**src/rtl/dm_pkg.sv**
```systemverilog
// Shared definitions for the data-memory access unit: RV32I size codes,
// the response FSM state type, the response record and small decode helpers.
package dm_pkg;

  // RV32I funct3 size/sign codes for loads and stores
  localparam logic [2:0] F3_B  = 3'b000;
  localparam logic [2:0] F3_H  = 3'b001;
  localparam logic [2:0] F3_W  = 3'b010;
  localparam logic [2:0] F3_BU = 3'b100;
  localparam logic [2:0] F3_HU = 3'b101;

  // Response-side FSM: nothing pending, SRAM result arriving, result parked
  typedef enum logic [1:0] {
    IDLE = 2'd0,
    PEND = 2'd1,
    HOLD = 2'd2
  } state_t;

  // One response as seen by the CPU memory stage
  typedef struct packed {
    logic [31:0] rdata;
    logic        err;
  } resp_t;

  // Stores only know B/H/W; loads additionally have the unsigned variants
  function automatic logic f3Legal(input logic we, input logic [2:0] funct3);
    logic legal;
    legal = 1'b0;
    case (funct3)
      F3_B, F3_H, F3_W: legal = 1'b1;
      F3_BU, F3_HU:     legal = !we;
      default:          legal = 1'b0;
    endcase
    return legal;
  endfunction

  // Halfwords need an even address, words need a word-aligned address.
  // The low two funct3 bits carry the size for both signed and unsigned codes.
  function automatic logic isMisaligned(input logic [2:0] funct3, input logic [1:0] off);
    logic mis;
    mis = 1'b0;
    case (funct3[1:0])
      2'b01:   mis = off[0];
      2'b10:   mis = (off != 2'b00);
      default: mis = 1'b0;
    endcase
    return mis;
  endfunction

endpackage

```
**src/rtl/dm_access_unit_if.sv**
```systemverilog
// CPU-side request/response bus of the data-memory access unit.
// The CPU memory stage is the master; the access unit is the slave.
interface dm_access_unit_if;

  logic        req_valid;
  logic        req_ready;
  logic        req_we;
  logic [2:0]  req_funct3;
  logic [31:0] req_addr;
  logic [31:0] req_wdata;

  logic        resp_valid;
  logic        resp_ready;
  logic [31:0] resp_rdata;
  logic        resp_err;

  modport master (
    output req_valid, req_we, req_funct3, req_addr, req_wdata, resp_ready,
    input  req_ready, resp_valid, resp_rdata, resp_err
  );

  modport slave (
    input  req_valid, req_we, req_funct3, req_addr, req_wdata, resp_ready,
    output req_ready, resp_valid, resp_rdata, resp_err
  );

endinterface

```
**src/rtl/dm_load_align.sv**
```systemverilog
// Load data formatter: picks the addressed byte/halfword out of a 32-bit
// SRAM word and sign- or zero-extends it according to funct3.
// Purely combinational so the writeback path can reuse it as well.
module dm_load_align
  import dm_pkg::*;
(
  input  logic [31:0] i_data,
  input  logic [2:0]  i_funct3,
  input  logic [1:0]  i_off,
  output logic [31:0] o_rdata
);

  logic [7:0]  w_byte;
  logic [15:0] w_half;

  // Lane selection from the byte offset inside the word
  always_comb begin
    w_byte = 8'h00;
    case (i_off)
      2'd0: w_byte = i_data[7:0];
      2'd1: w_byte = i_data[15:8];
      2'd2: w_byte = i_data[23:16];
      2'd3: w_byte = i_data[31:24];
      default: w_byte = 8'h00;
    endcase
    w_half = i_off[1] ? i_data[31:16] : i_data[15:0];
  end

  // Extension to 32 bits; unknown codes produce zero
  always_comb begin
    o_rdata = 32'h0000_0000;
    case (i_funct3)
      F3_B:    o_rdata = {{24{w_byte[7]}}, w_byte};
      F3_H:    o_rdata = {{16{w_half[15]}}, w_half};
      F3_W:    o_rdata = i_data;
      F3_BU:   o_rdata = {24'h00_0000, w_byte};
      F3_HU:   o_rdata = {16'h0000, w_half};
      default: o_rdata = 32'h0000_0000;
    endcase
  end

endmodule

```
**src/rtl/dm_access_unit.sv**
```systemverilog
// Load/store access unit between the CPU memory stage and the data-memory
// SRAM wrapper. Requests go straight to the SRAM pins in the cycle they are
// accepted; the one-cycle-late read data is formatted in PEND, and a hold
// register parks the response when the consumer stalls.
module dm_access_unit
  import dm_pkg::*;
#(
  parameter int ADDR_W = 14,
  parameter int DATA_W = 32
) (
  input  logic              clk,
  input  logic              rst,
  dm_access_unit_if.slave   bus,
  output logic              DM_CEB,
  output logic              DM_WEB,
  output logic [DATA_W-1:0] DM_BWEB,
  output logic [ADDR_W-1:0] DM_A,
  output logic [DATA_W-1:0] DM_IN,
  input  logic [DATA_W-1:0] DM_OUT
);

  state_t      r_state;
  state_t      w_nextState;

  logic        r_we;
  logic [2:0]  r_funct3;
  logic [1:0]  r_off;
  logic        r_err;
  resp_t       r_hold;

  logic        w_ready;
  logic        w_fire;
  logic        w_err;
  logic [1:0]  w_off;
  logic [31:0] w_alignData;
  resp_t       w_formed;
  logic        w_unused;

  // Address bits above the SRAM window are deliberately ignored
  assign w_unused = &{1'b0, bus.req_addr[31:ADDR_W+2]};

  assign w_off = bus.req_addr[1:0];
  assign w_err = !f3Legal(bus.req_we, bus.req_funct3) || isMisaligned(bus.req_funct3, w_off);

  // Acceptance: always free when idle, only alongside a consumed response in
  // PEND, never while a parked response waits; nothing is taken during reset
  // so a half-reset request can never reach the SRAM pins
  always_comb begin
    w_ready = 1'b0;
    if (!rst) begin
      case (r_state)
        IDLE:    w_ready = 1'b1;
        PEND:    w_ready = bus.resp_ready;
        default: w_ready = 1'b0;
      endcase
    end
  end

  assign bus.req_ready = w_ready;
  assign w_fire        = bus.req_valid && w_ready;

  // SRAM pin drive, combinational from the accepted request; errors and idle
  // cycles leave the macro deselected with all pins at their quiet values
  always_comb begin
    DM_CEB  = 1'b1;
    DM_WEB  = 1'b1;
    DM_BWEB = '1;
    DM_A    = '0;
    DM_IN   = '0;
    if (w_fire && !w_err) begin
      DM_CEB = 1'b0;
      DM_A   = bus.req_addr[ADDR_W+1:2];
      if (bus.req_we) begin
        DM_WEB = 1'b0;
        case (bus.req_funct3)
          F3_B: begin
            DM_IN   = {4{bus.req_wdata[7:0]}};
            DM_BWEB = ~(32'h0000_00FF << {w_off, 3'b000});
          end
          F3_H: begin
            DM_IN   = {2{bus.req_wdata[15:0]}};
            DM_BWEB = w_off[1] ? 32'h0000_FFFF : 32'hFFFF_0000;
          end
          default: begin
            DM_IN   = bus.req_wdata;
            DM_BWEB = '0;
          end
        endcase
      end
    end
  end

  dm_load_align u_loadAlign (
    .i_data   (DM_OUT),
    .i_funct3 (r_funct3),
    .i_off    (r_off),
    .o_rdata  (w_alignData)
  );

  // Response built from the remembered request: stores and errors return zero
  always_comb begin
    w_formed.err   = r_err;
    w_formed.rdata = (r_we || r_err) ? 32'h0000_0000 : w_alignData;
  end

  // Response port: live SRAM-derived data in PEND, parked copy in HOLD
  always_comb begin
    bus.resp_valid = 1'b0;
    bus.resp_rdata = 32'h0000_0000;
    bus.resp_err   = 1'b0;
    case (r_state)
      PEND: begin
        bus.resp_valid = 1'b1;
        bus.resp_rdata = w_formed.rdata;
        bus.resp_err   = w_formed.err;
      end
      HOLD: begin
        bus.resp_valid = 1'b1;
        bus.resp_rdata = r_hold.rdata;
        bus.resp_err   = r_hold.err;
      end
      default: ;
    endcase
  end

  // Next-state logic; PEND loops on itself for back-to-back traffic
  always_comb begin
    w_nextState = r_state;
    case (r_state)
      IDLE: if (w_fire) w_nextState = PEND;
      PEND: begin
        if (!bus.resp_ready) w_nextState = HOLD;
        else if (w_fire)     w_nextState = PEND;
        else                 w_nextState = IDLE;
      end
      HOLD: if (bus.resp_ready) w_nextState = IDLE;
      default: w_nextState = IDLE;
    endcase
  end

  // State and hold register; DM_OUT is only valid in PEND, so a stalled
  // response must be captured on the way into HOLD
  always_ff @(posedge clk or posedge rst) begin
    if (rst) begin
      r_state <= IDLE;
      r_hold  <= '0;
    end else begin
      r_state <= w_nextState;
      if (r_state == PEND && !bus.resp_ready) begin
        r_hold <= w_formed;
      end
    end
  end

  // Per-request context needed to format the response a cycle later
  always_ff @(posedge clk or posedge rst) begin
    if (rst) begin
      r_we     <= 1'b0;
      r_funct3 <= 3'b000;
      r_off    <= 2'b00;
      r_err    <= 1'b0;
    end else if (w_fire) begin
      r_we     <= bus.req_we;
      r_funct3 <= bus.req_funct3;
      r_off    <= w_off;
      r_err    <= w_err;
    end
  end

endmodule
```
**src/flat_wrapper.sv**
```systemverilog
// flat-port wrapper written by rule: the top's interface ports become plain ports
module dm_access_unit_flat import dm_pkg::*;
#(
  parameter int ADDR_W = 14,
  parameter int DATA_W = 32
)
  (clk, rst, DM_CEB, DM_WEB, DM_BWEB, DM_A, DM_IN, DM_OUT, bus_req_valid, bus_req_we, bus_req_funct3, bus_req_addr, bus_req_wdata, bus_resp_ready, bus_req_ready, bus_resp_valid, bus_resp_rdata, bus_resp_err);
  dm_access_unit_if bus_i ();
  input  logic clk;
  input  logic rst;
  output logic DM_CEB;
  output logic DM_WEB;
  output logic [DATA_W-1:0] DM_BWEB;
  output logic [ADDR_W-1:0] DM_A;
  output logic [DATA_W-1:0] DM_IN;
  input  logic [DATA_W-1:0] DM_OUT;
  input wire logic [$bits(bus_i.req_valid)-1:0] bus_req_valid;
  input wire logic [$bits(bus_i.req_we)-1:0] bus_req_we;
  input wire logic [$bits(bus_i.req_funct3)-1:0] bus_req_funct3;
  input wire logic [$bits(bus_i.req_addr)-1:0] bus_req_addr;
  input wire logic [$bits(bus_i.req_wdata)-1:0] bus_req_wdata;
  input wire logic [$bits(bus_i.resp_ready)-1:0] bus_resp_ready;
  output wire logic [$bits(bus_i.req_ready)-1:0] bus_req_ready;
  output wire logic [$bits(bus_i.resp_valid)-1:0] bus_resp_valid;
  output wire logic [$bits(bus_i.resp_rdata)-1:0] bus_resp_rdata;
  output wire logic [$bits(bus_i.resp_err)-1:0] bus_resp_err;
  assign bus_i.req_valid = bus_req_valid;
  assign bus_i.req_we = bus_req_we;
  assign bus_i.req_funct3 = bus_req_funct3;
  assign bus_i.req_addr = bus_req_addr;
  assign bus_i.req_wdata = bus_req_wdata;
  assign bus_i.resp_ready = bus_resp_ready;
  assign bus_req_ready = bus_i.req_ready;
  assign bus_resp_valid = bus_i.resp_valid;
  assign bus_resp_rdata = bus_i.resp_rdata;
  assign bus_resp_err = bus_i.resp_err;
  dm_access_unit #(.ADDR_W(ADDR_W), .DATA_W(DATA_W)) u_core (.clk(clk), .rst(rst), .bus(bus_i), .DM_CEB(DM_CEB), .DM_WEB(DM_WEB), .DM_BWEB(DM_BWEB), .DM_A(DM_A), .DM_IN(DM_IN), .DM_OUT(DM_OUT));
endmodule
```
**config.mk**
```make
export PLATFORM = sky130hd
export DESIGN_NAME = dm_access_unit_flat
export DESIGN_NICKNAME = d
export VERILOG_FILES = /design/src/rtl/dm_pkg.sv /design/src/rtl/dm_access_unit_if.sv /design/src/rtl/dm_load_align.sv /design/src/rtl/dm_access_unit.sv /design/src/flat_wrapper.sv
export SDC_FILE = /design/constraint.sdc
export NUM_CORES = 1
export LEC_CHECK = 0
export ABC_AREA = 1
export CAP_MARGIN = 20
export CORE_ASPECT_RATIO = 2
export CORE_UTILIZATION = 45
export CTS_CLUSTER_DIAMETER = 30
export DETAILED_ROUTE_END_ITERATION = 8
export PLACE_DENSITY = 0.88
export SLEW_MARGIN = 10
export SYNTH_ARGS = -nofsm -noshare
export SYNTH_HDL_FRONTEND = slang
export SYNTH_HIERARCHICAL = 1
export SYNTH_SLANG_ARGS = --single-unit
```
**constraint.sdc**
```tcl
create_clock -name clk -period 6 [get_ports clk]
set_input_delay 0.9 -clock clk [delete_from_list [all_inputs] [get_ports clk]]
set_output_delay 0.9 -clock clk [all_outputs]
set_load 0.03 [all_outputs]
```
==> impl.org, run 1 <==
** Placed design
- The number of placed instances, taps included, is 1,047.
- The wire-length estimate of the detail-placed layout is 10,930 um.
- Placer congestion estimate :: 0.9371
- Worst-case setup slack after placement :: 0.9759 ns
- The count of buffers added on input and output ports is 202.

** Power and ir drop
- Leakage dissipation :: 3.127 nW
- Across the VDD grid, the largest voltage drop is 214.2 uV.
- Power comes to 2.119 mW.
- For this design the ratio of total power to cell area is 330.2 nW/um2.

** Timing
- The number of failing hold endpoints at the final stage was 0.
- Finish-stage setup viols :: 0
- Worst Skew :: 0.006938 ns
- Adding up every negative setup slack in the final design gives 0 ns.
- Tightest Pin Transition :: 1.095 ns
- Dividing the final minimum period by the clock period gives 0.8381.
- Number of max-slew violations in the final report :: 0
- Highest clock frequency the design can meet :: 0.1989 GHz
- Setup repair after global routing left no endpoint under its margin.
- Worst max-slew margin expressed relative to the limit :: 0.2690
- Setup slack on the critical path of the routed design comes to 0.9715 ns.
- The worst path needs 5.029 ns of the cycle, external delays included.

** Min path
- Hold worst-path end :: u_core/r_hold[19]
- Origin of the worst min-delay path :: u_core/r_hold[19]
- Counting instances, the worst hold path has a depth of 2.
- The min-delay analysis places its worst path in the category reg2reg.

** Global route
- The total overflow left after global routing is 0.
- First-pass GRT wire length :: 22,830 um
- In the global route stage, overall resource usage came out at 0.2787.
- Entering global routing, the biggest net connects 64 pins.
- Number of global-route vias before repair :: 5,067
- Number of antenna violations at the first check in global routing :: 0

** Detailed routing
- In this run the remaining antenna-violating nets after routing total 0.
- Vias per inst :: 5.119
- Wire length per cell :: 13.74 um
- The first detailed-routing pass ran for 5 iterations.
- Number of violations reported at the end of detailed-routing iteration 0 :: 479
- The routed layout has 5,401 vias.
- Total Routed Length :: 14,500 um
- After detailed routing, the number of remaining DRC violations is 0.

** Clock tree
- Depth of the CTS H-tree :: 2
- Clk Tree Root Cell :: sky130_fd_sc_hd__clkbuf_16
- The clock drives 42 sinks.
- Quantity of gates resized following cts :: 0
- Post-CTS setup repair buffer count :: 0
- The number of clock buffers added by TritonCTS is 5.
- Clock-pin slew was measured on the worst setup and hold paths at 0.06 ns.
- Worst-case clock buffer depth :: 2
- TritonCTS clock tree :: yes
- Buffers inserted to repair hold after CTS numbered 0.
- Clock latency on the worst-skew pair, taken at its later pin, is 0.29 ns.

** Critical path
- On the critical path the largest part of the delay comes from simple AND/OR/NAND/NOR gates.
- On the critical path, the stage with the largest delay is an instance of sky130_fd_sc_hd__clkdlybuf4s50_1.
- STA puts the critical path data required time at 5.10 ns.
- Beginning of the worst register-to-register path :: u_core/r_off[1]
- CP peak stage delay :: 0.70 ns
- In this run the critical register-to-register path is captured at u_core/r_hold[5].
- STA classifies the critical path startpoint as an input port.
- The worst setup path is captured at an output pin.
- Arrival time worst endpoint :: 4.13 ns
- Measured in cells, the most critical reg-to-reg path has a length of 8.
- Minimum setup slack among reg-to-reg paths :: 3.73 ns
- The number of buffers and inverters on the critical path is 3.
- Critical-path cell list :: clkdlybuf4s50_1 -> inv_1 -> ha_1 -> nand2_1 -> nand2_1 -> nand3_1 -> o21ai_0 -> nor2_1 -> clkdlybuf4s50_1
- Along the worst path, the maximum fanout reaches 32.
- Worst Path Class, Setup :: in2out

** Finish
- At the end of the flow the core is filled with cells to 0.6615.
- The final layout contains 1,032 nets.
- The area growth from synthesis to layout is 43.12%.
- Non-filler instance count after layout :: 1,055
- Antenna diodes :: 0
- Layout cells sized above 1 :: 0.04659

** Logic synthesis
- A synthesized cell averages 5.725 um2.
- Post-Syn Instances :: 783
- Flop and latch count out of synthesis :: 42
- In this run the cell area of the synthesized design comes to 4483 um2.
- Post-Synthesis Net Count :: 893
- Of the total synthesized cell area, the portion taken by XOR and XNOR cells is 0.
- Seq/Total Area, Yosys :: 0.2344
- For this run, the number of Yosys warnings is 6.
- Multiplexer share of the synthesized area :: 0
- The post-synthesis compound-gate area fraction was 0.07982.
- Cell accounting for the most synthesized area :: sky130_fd_sc_hd__nand2_1
- Of the total synthesized cell area, the portion taken by full adders, half adders and majority gates is 0.01675.
- After synthesis, the netlist uses 28 different library cells.
- Of the post-synthesis cell area, the dominant cell type holds 0.2721.
- Main area contributors after synthesis :: sky130_fd_sc_hd__nand2_1 27%, sky130_fd_sc_hd__dfrtp_1 23%, sky130_fd_sc_hd__nand3_1 12%
- By area, the combinational part of the netlist is dominated by simple AND/OR/NAND/NOR gates.
- Simple-gate area share of the yosys netlist :: 0.4923

** Die
- CORE AREA :: 9699 um2
- I/O Pins :: 219
- The initialized floorplan defines 51 standard-cell rows.
- The die covers 10,390 um2.
- Initial Utilization :: 0.4622
- In this run the vertical extent of the chip is 143.2 um.
- The die is 72.58 um wide.

** Status
- The flow ran to the end, and the final reports show no timing, DRC or antenna violations.

** Run
- Across the run, the number of max-cap violations was 0.
-- flip-flops by register name, indices dropped and copies added (netlist names) --
signal and count:
u_core/r_err 1, u_core/r_funct3 3, u_core/r_hold 33, u_core/r_off 2, u_core/r_state 2, u_core/r_we 1
-- worst max-delay path by stage --
stage | from | end | cells after the start
after CTS | bus_req_funct3[0] | DM_IN[9] | 9
after global routing | bus_req_funct3[0] | DM_IN[13] | 9
final | bus_req_funct3[0] | DM_IN[12] | 9
after global placement | bus_req_funct3[0] | DM_IN[9] | 9
after detailed placement | bus_req_funct3[0] | DM_IN[9] | 9
after floorplan | rst | DM_IN[14] | 6
-- final cells by class --
| class | count | area (um2) |
|---|---|---|
| Clock buffer | 5 | 125.1 |
| Tap cell | 132 | 165.2 |
| Inverter | 83 | 316.6 |
| Sequential cell | 42 | 1051 |
| Timing Repair Buffer | 208 | 2067 |
| Fill cell | 921 | 3283 |
| Clock inverter | 3 | 43.79 |
| Multi-Input combinational cell | 582 | 2648 |
-- where the power goes --
group	switching [mW]	total, mW	internal (mW)	leakage, nW
clock	0.118	0.315	0.197	0.0842
combinational	0.906	1.32	0.415	2.48
sequential	0.109	0.483	0.374	0.559
total	1.13	2.12	0.987	3.13
-- cells by family (layout without fill, tap and decap cells) --
kind of cell             after synthesis  count (layout)
AO/OA/AOI/OAI                         71              71
adder cells (fa/ha/maj)                6               6
buffers and inverters                159             299
flip-flops                            42              42
AND/OR/NAND/NOR                      505             505
-- worst min-delay path, cell delays in order, from the launching register on --
cell                      delay [ns]
sky130_fd_sc_hd__dfrtp_1        0.34
sky130_fd_sc_hd__nand2_1        0.05
sky130_fd_sc_hd__nand2_1        0.05
-- metal layers --
layer | wire (um) | GRT usage
met5 | 0 | 0
met4 | 729 | 0.1548
met3 | 900 | 0.03952
met2 | 7862 | 0.5425
met1 | 5005 | 0.2679
-- synth_stat cells, drive strengths merged --
cell type	number
clkinv	1
dfrtp	42
inv	82
nand3	108
o22ai	2
o21ai	29
clkbuf	19
nor3	2
or2	1
nor2	63
nand4	1
nand2	330
ha	6
a21oi	40
buf	57
-- stage by stage --
stage | hold WS (ns) | instance area (um2)
6_report | 0.4790 | 6416
3_3_place_gp | 0.4606 | 6247
3_5_place_dp | 0.4650 | 6247
4_1_cts | 0.4825 | 6416
5_1_grt | 0.5006 | 6416
2_1_floorplan | 0.4478 | 4483
-- placed cells by master (no fill, tap or decap), types with 12 or more instances in the layout --
| cell | n |
|---|---|
| sky130_fd_sc_hd__a21oi_1 | 40 |
| sky130_fd_sc_hd__clkdlybuf4s50_1 | 202 |
| sky130_fd_sc_hd__dfrtp_1 | 42 |
| sky130_fd_sc_hd__inv_1 | 76 |
| sky130_fd_sc_hd__nand2_1 | 325 |
| sky130_fd_sc_hd__nand3_1 | 107 |
| sky130_fd_sc_hd__nor2_1 | 49 |
| sky130_fd_sc_hd__nor2_4 | 12 |
| sky130_fd_sc_hd__o21ai_0 | 28 |
Power figures use the tool's default switching activity.
==> inputs of run 2 (changes only) <==
CORE_UTILIZATION = 42   (was 45)
PLACE_DENSITY = 0.83   (was 0.88)
clock period = 4.75 ns   (was 6 ns; I/O delays follow)
==> run 2 against run 1 <==
Final area rose by 0.41%. Die area grew 7.0%. Hold slack about the same. Register-to-register slack worse by 1.6 ns. Clock power up 9.8%. Routed wire length is 5.2% higher. Sequential share of layout area decreased by 0.067 points. Combinational power grew 29%. Non-clock buffer count is 5 higher. Utilization shrank 4.3 points.
==> impl.org, run 2 (same netlist as run 1, synthesis figures left out) <==
** Global route
- Number of global-route vias before repair :: 5,184 (+2.3%)
- The global routing usage summed across all routing layers is 0.2793 (+0.0006034).
- The initial antenna violation count was 2 (+2).
- The total global routing overflow was 0 (unchanged).
- Maximum number of pins on one net before global-route repair :: 64 (unchanged)
- The global-route wire length before repair came to 23,750 um (+4.0%).

** Finish
- The finished layout cell area came to 6442 um2 (+0.41%).
- Compared with the post-synthesis result, the final layout area differs by 43.71%.
- Reg with most FFs :: u_core/r_hold
- Layout cells sized above 1 :: 0.05172 (+0.005137)
- In the layout the commonest cells are 325 x sky130_fd_sc_hd__nand2_1, 202 x sky130_fd_sc_hd__clkdlybuf4s50_1, 107 x sky130_fd_sc_hd__nand3_1, 76 x sky130_fd_sc_hd__inv_1, 49 x sky130_fd_sc_hd__nor2_1.
- In the final layout, the registers with the most flip-flops are u_core/r_hold (33), u_core/r_funct3 (3).
- The number of flip-flops under the largest register name was 33 (unchanged).
- The net count of the finished layout came to 1,037 (+0.48%).
- The fill cell total of the finished layout is 1,029 (+12%).
- The non-filler instance count after layout was 1,066 (+1.0%).
- The library cell used most frequently in the layout, excluding fill and tap cells, is sky130_fd_sc_hd__nand2_1.

** Timing
- The final worst slack was 0.6052 ns (-0.3662 ns).
- The clock period could shrink to 4.145 ns.
- The number of failing hold endpoints at the final stage is 0 (unchanged).
- The final setup violation count is 0 (unchanged).
- The final-report max-slew violation count is 0 (unchanged).
- Setup repair after global routing left no endpoint under its margin.
- For this run, the top clock speed supported by timing is 0.2413 GHz.
- The relative slew slack is 0.2891 (+0.02005).
- The slew at the pin closest to its max-slew limit came to 1.060 ns (-0.03541 ns).
- The total negative setup slack is 0 ns (unchanged).
- The clock skew was 0.007946 ns (+0.001008 ns).
- Of the available clock period, the critical path in the final layout requires 0.8726.

** Placed design
- Placer congestion estimate :: 0.9696 (+3.5%)
- Placement-stage cell area :: 6291 um2 (+0.70%)
- Input/output buffers :: 202 (unchanged)
- Worst-case setup slack after placement :: 0.6099 ns (-0.3660 ns)
- Placed cells :: 1,057 (+0.96%)
- The HPWL after detailed placement came to 11,370 um (+4.0%).

** Detailed routing
- The first-iteration detailed-routing DRC count is 590 (+23%).
- The DRC violation count after routing came to 0 (unchanged).
- The post-detailed-route count of antenna-violating nets came to 0 (unchanged).
- The via count normalized by instance count was 5.176 (+1.1%).
- Pre-antenna DRT Iters :: 5 (unchanged)
- The overall routed net length came to 15,260 um (+5.2%).
- Wire length per cell :: 14.31 um (+4.1%)
- The total vias in the final route was 5,518 (+2.2%).

** Die
- The starting density of the core is 0.4306 (-0.03161).
- The top-level I/O count came to 219 (unchanged).
- X dimension of the die :: 75.06 um (+3.4%)
- Total Die Area :: 11,120 um2 (+7.0%)
- Placement row count :: 53 (+3.9%)
- Vertical die dimension :: 148.1 um (+3.5%)
- CORE AREA :: 10,410 um2 (+7.3%)

** Clock tree
- TritonCTS clock tree :: yes
- TritonCTS Buffers :: 5 (unchanged)
- Depth of the CTS H-tree :: 2 (unchanged)
- Clk sink count :: 42 (unchanged)
- Post-CTS setup repair buffer count :: 0 (unchanged)
- The maximum root-to-sink buffer count is 2 (unchanged).
- The clock insertion delay at the later pin of the skew report was 0.29 ns (about the same).
- The cts-stage hold buffer count is 0 (unchanged).
- The clock-pin transition on the worst setup and hold timing paths came to 0.07 ns (about the same).
- The post-cts sizing count came to 0 (unchanged).
- In this run the clock root is driven by a sky130_fd_sc_hd__clkbuf_16.

** Critical path
- The critical path in this run is classified as in2out.
- The top fanout value on the critical path was 19 (-41%).
- The required time reported for the critical path endpoint is 4.04 ns (-1.06 ns).
- The worst setup path is launched from an input port.
- Setup crit end kind :: output pin
- Arrival time worst endpoint :: 3.43 ns (-0.70 ns)

** Status
- The run finished with clean final reports.

** Power and ir drop
- The leakage power total is 3.133 nW (+0.17%).
- Power per cell area :: 412.3 nW/um2 (+25%)
- Worst VDD drop :: 230.7 uV (+7.7%)

** Min path
- Path category of the worst min-delay check :: reg2reg

** Run
- Number of maximum-capacitance violations :: 0 (unchanged)
-- run 2: cell types whose count changed in the layout (fill, tap and decap cells not counted), sizes merged --
cell and delta:
clkinv -1, buf +5, diode +1, bufinv -1, clkinvlp +2
-- run 2: cell type report --
class / count / area, um2 / share of cell area
well taps: 137 / 171.4 / 0.02661
flip-flops and latches: 42 / 1051 / 0.1631
repair buffers: 213 / 2105 / 0.3267
clock buffers: 5 / 125.1 / 0.01942
multi-input cells: 582 / 2648 / 0.4110
diodes: 1 / 2.502 / 0.0003884
clock inverters: 3 / 23.77 / 0.003690
inverters: 83 / 316.6 / 0.04914
-- run 2: through the flow --
step	utilization	hold slack [ns]	total power, mW
6_report	0.6188	0.4786	2.656
5_1_grt	0.6186	0.5027	2.870
4_1_cts	0.6186	0.4823	2.641
3_5_place_dp	0.6043	0.4646	2.281
3_3_place_gp	0.6043	0.4613	2.257
2_1_floorplan	-	0.4478	1.831
-- run 2: critical path, stage by stage --
cell,delay [ns]
sky130_fd_sc_hd__clkdlybuf4s50_1,0.51
sky130_fd_sc_hd__inv_1,0.09
sky130_fd_sc_hd__ha_1,0.34
sky130_fd_sc_hd__inv_2,0.08
sky130_fd_sc_hd__nand2_1,0.05
sky130_fd_sc_hd__nand2_1,0.07
sky130_fd_sc_hd__nand2_2,0.09
sky130_fd_sc_hd__nand2_4,0.10
sky130_fd_sc_hd__nor2_8,0.04
sky130_fd_sc_hd__inv_2,0.40
sky130_fd_sc_hd__buf_4,0.26
sky130_fd_sc_hd__clkdlybuf4s50_1,0.68
-- run 2: final timing paths --
check                             startpoint           endpoint  slack (ns)  depth (start not counted)
max in group asynchronous                rst   u_core/r_hold[5]        3.29                          3
min in group asynchronous                rst  u_core/r_hold[13]        1.05                          3
min reg2reg                u_core/r_hold[11]  u_core/r_hold[11]        0.48                          2
min                        u_core/r_hold[11]  u_core/r_hold[11]        0.48                          2
max                        bus_req_funct3[0]             DM_CEB        0.61                         12
max reg2reg                u_core/r_state[1]   u_core/r_hold[0]        2.12                          7
-- run 2: metal layers --
| layer | up-vias | wire, um | GRT usage |
|---|---|---|---|
| met5 | - | 0 | 0 |
| met4 | 0 | 822 | 0.1519 |
| met3 | 46 | 1429 | 0.06775 |
| met2 | 302 | 7879 | 0.5122 |
| met1 | 2492 | 5125 | 0.2732 |
| li1 | 2678 | - | - |
-- run 2: where the power goes --
| part | switching [mW] | leakage, nW | internal (mW) |
|---|---|---|---|
| Sequential | 0.137 | 0.559 | 0.473 |
| Clock | 0.150 | 0.0664 | 0.196 |
| Combinational | 1.17 | 2.51 | 0.534 |
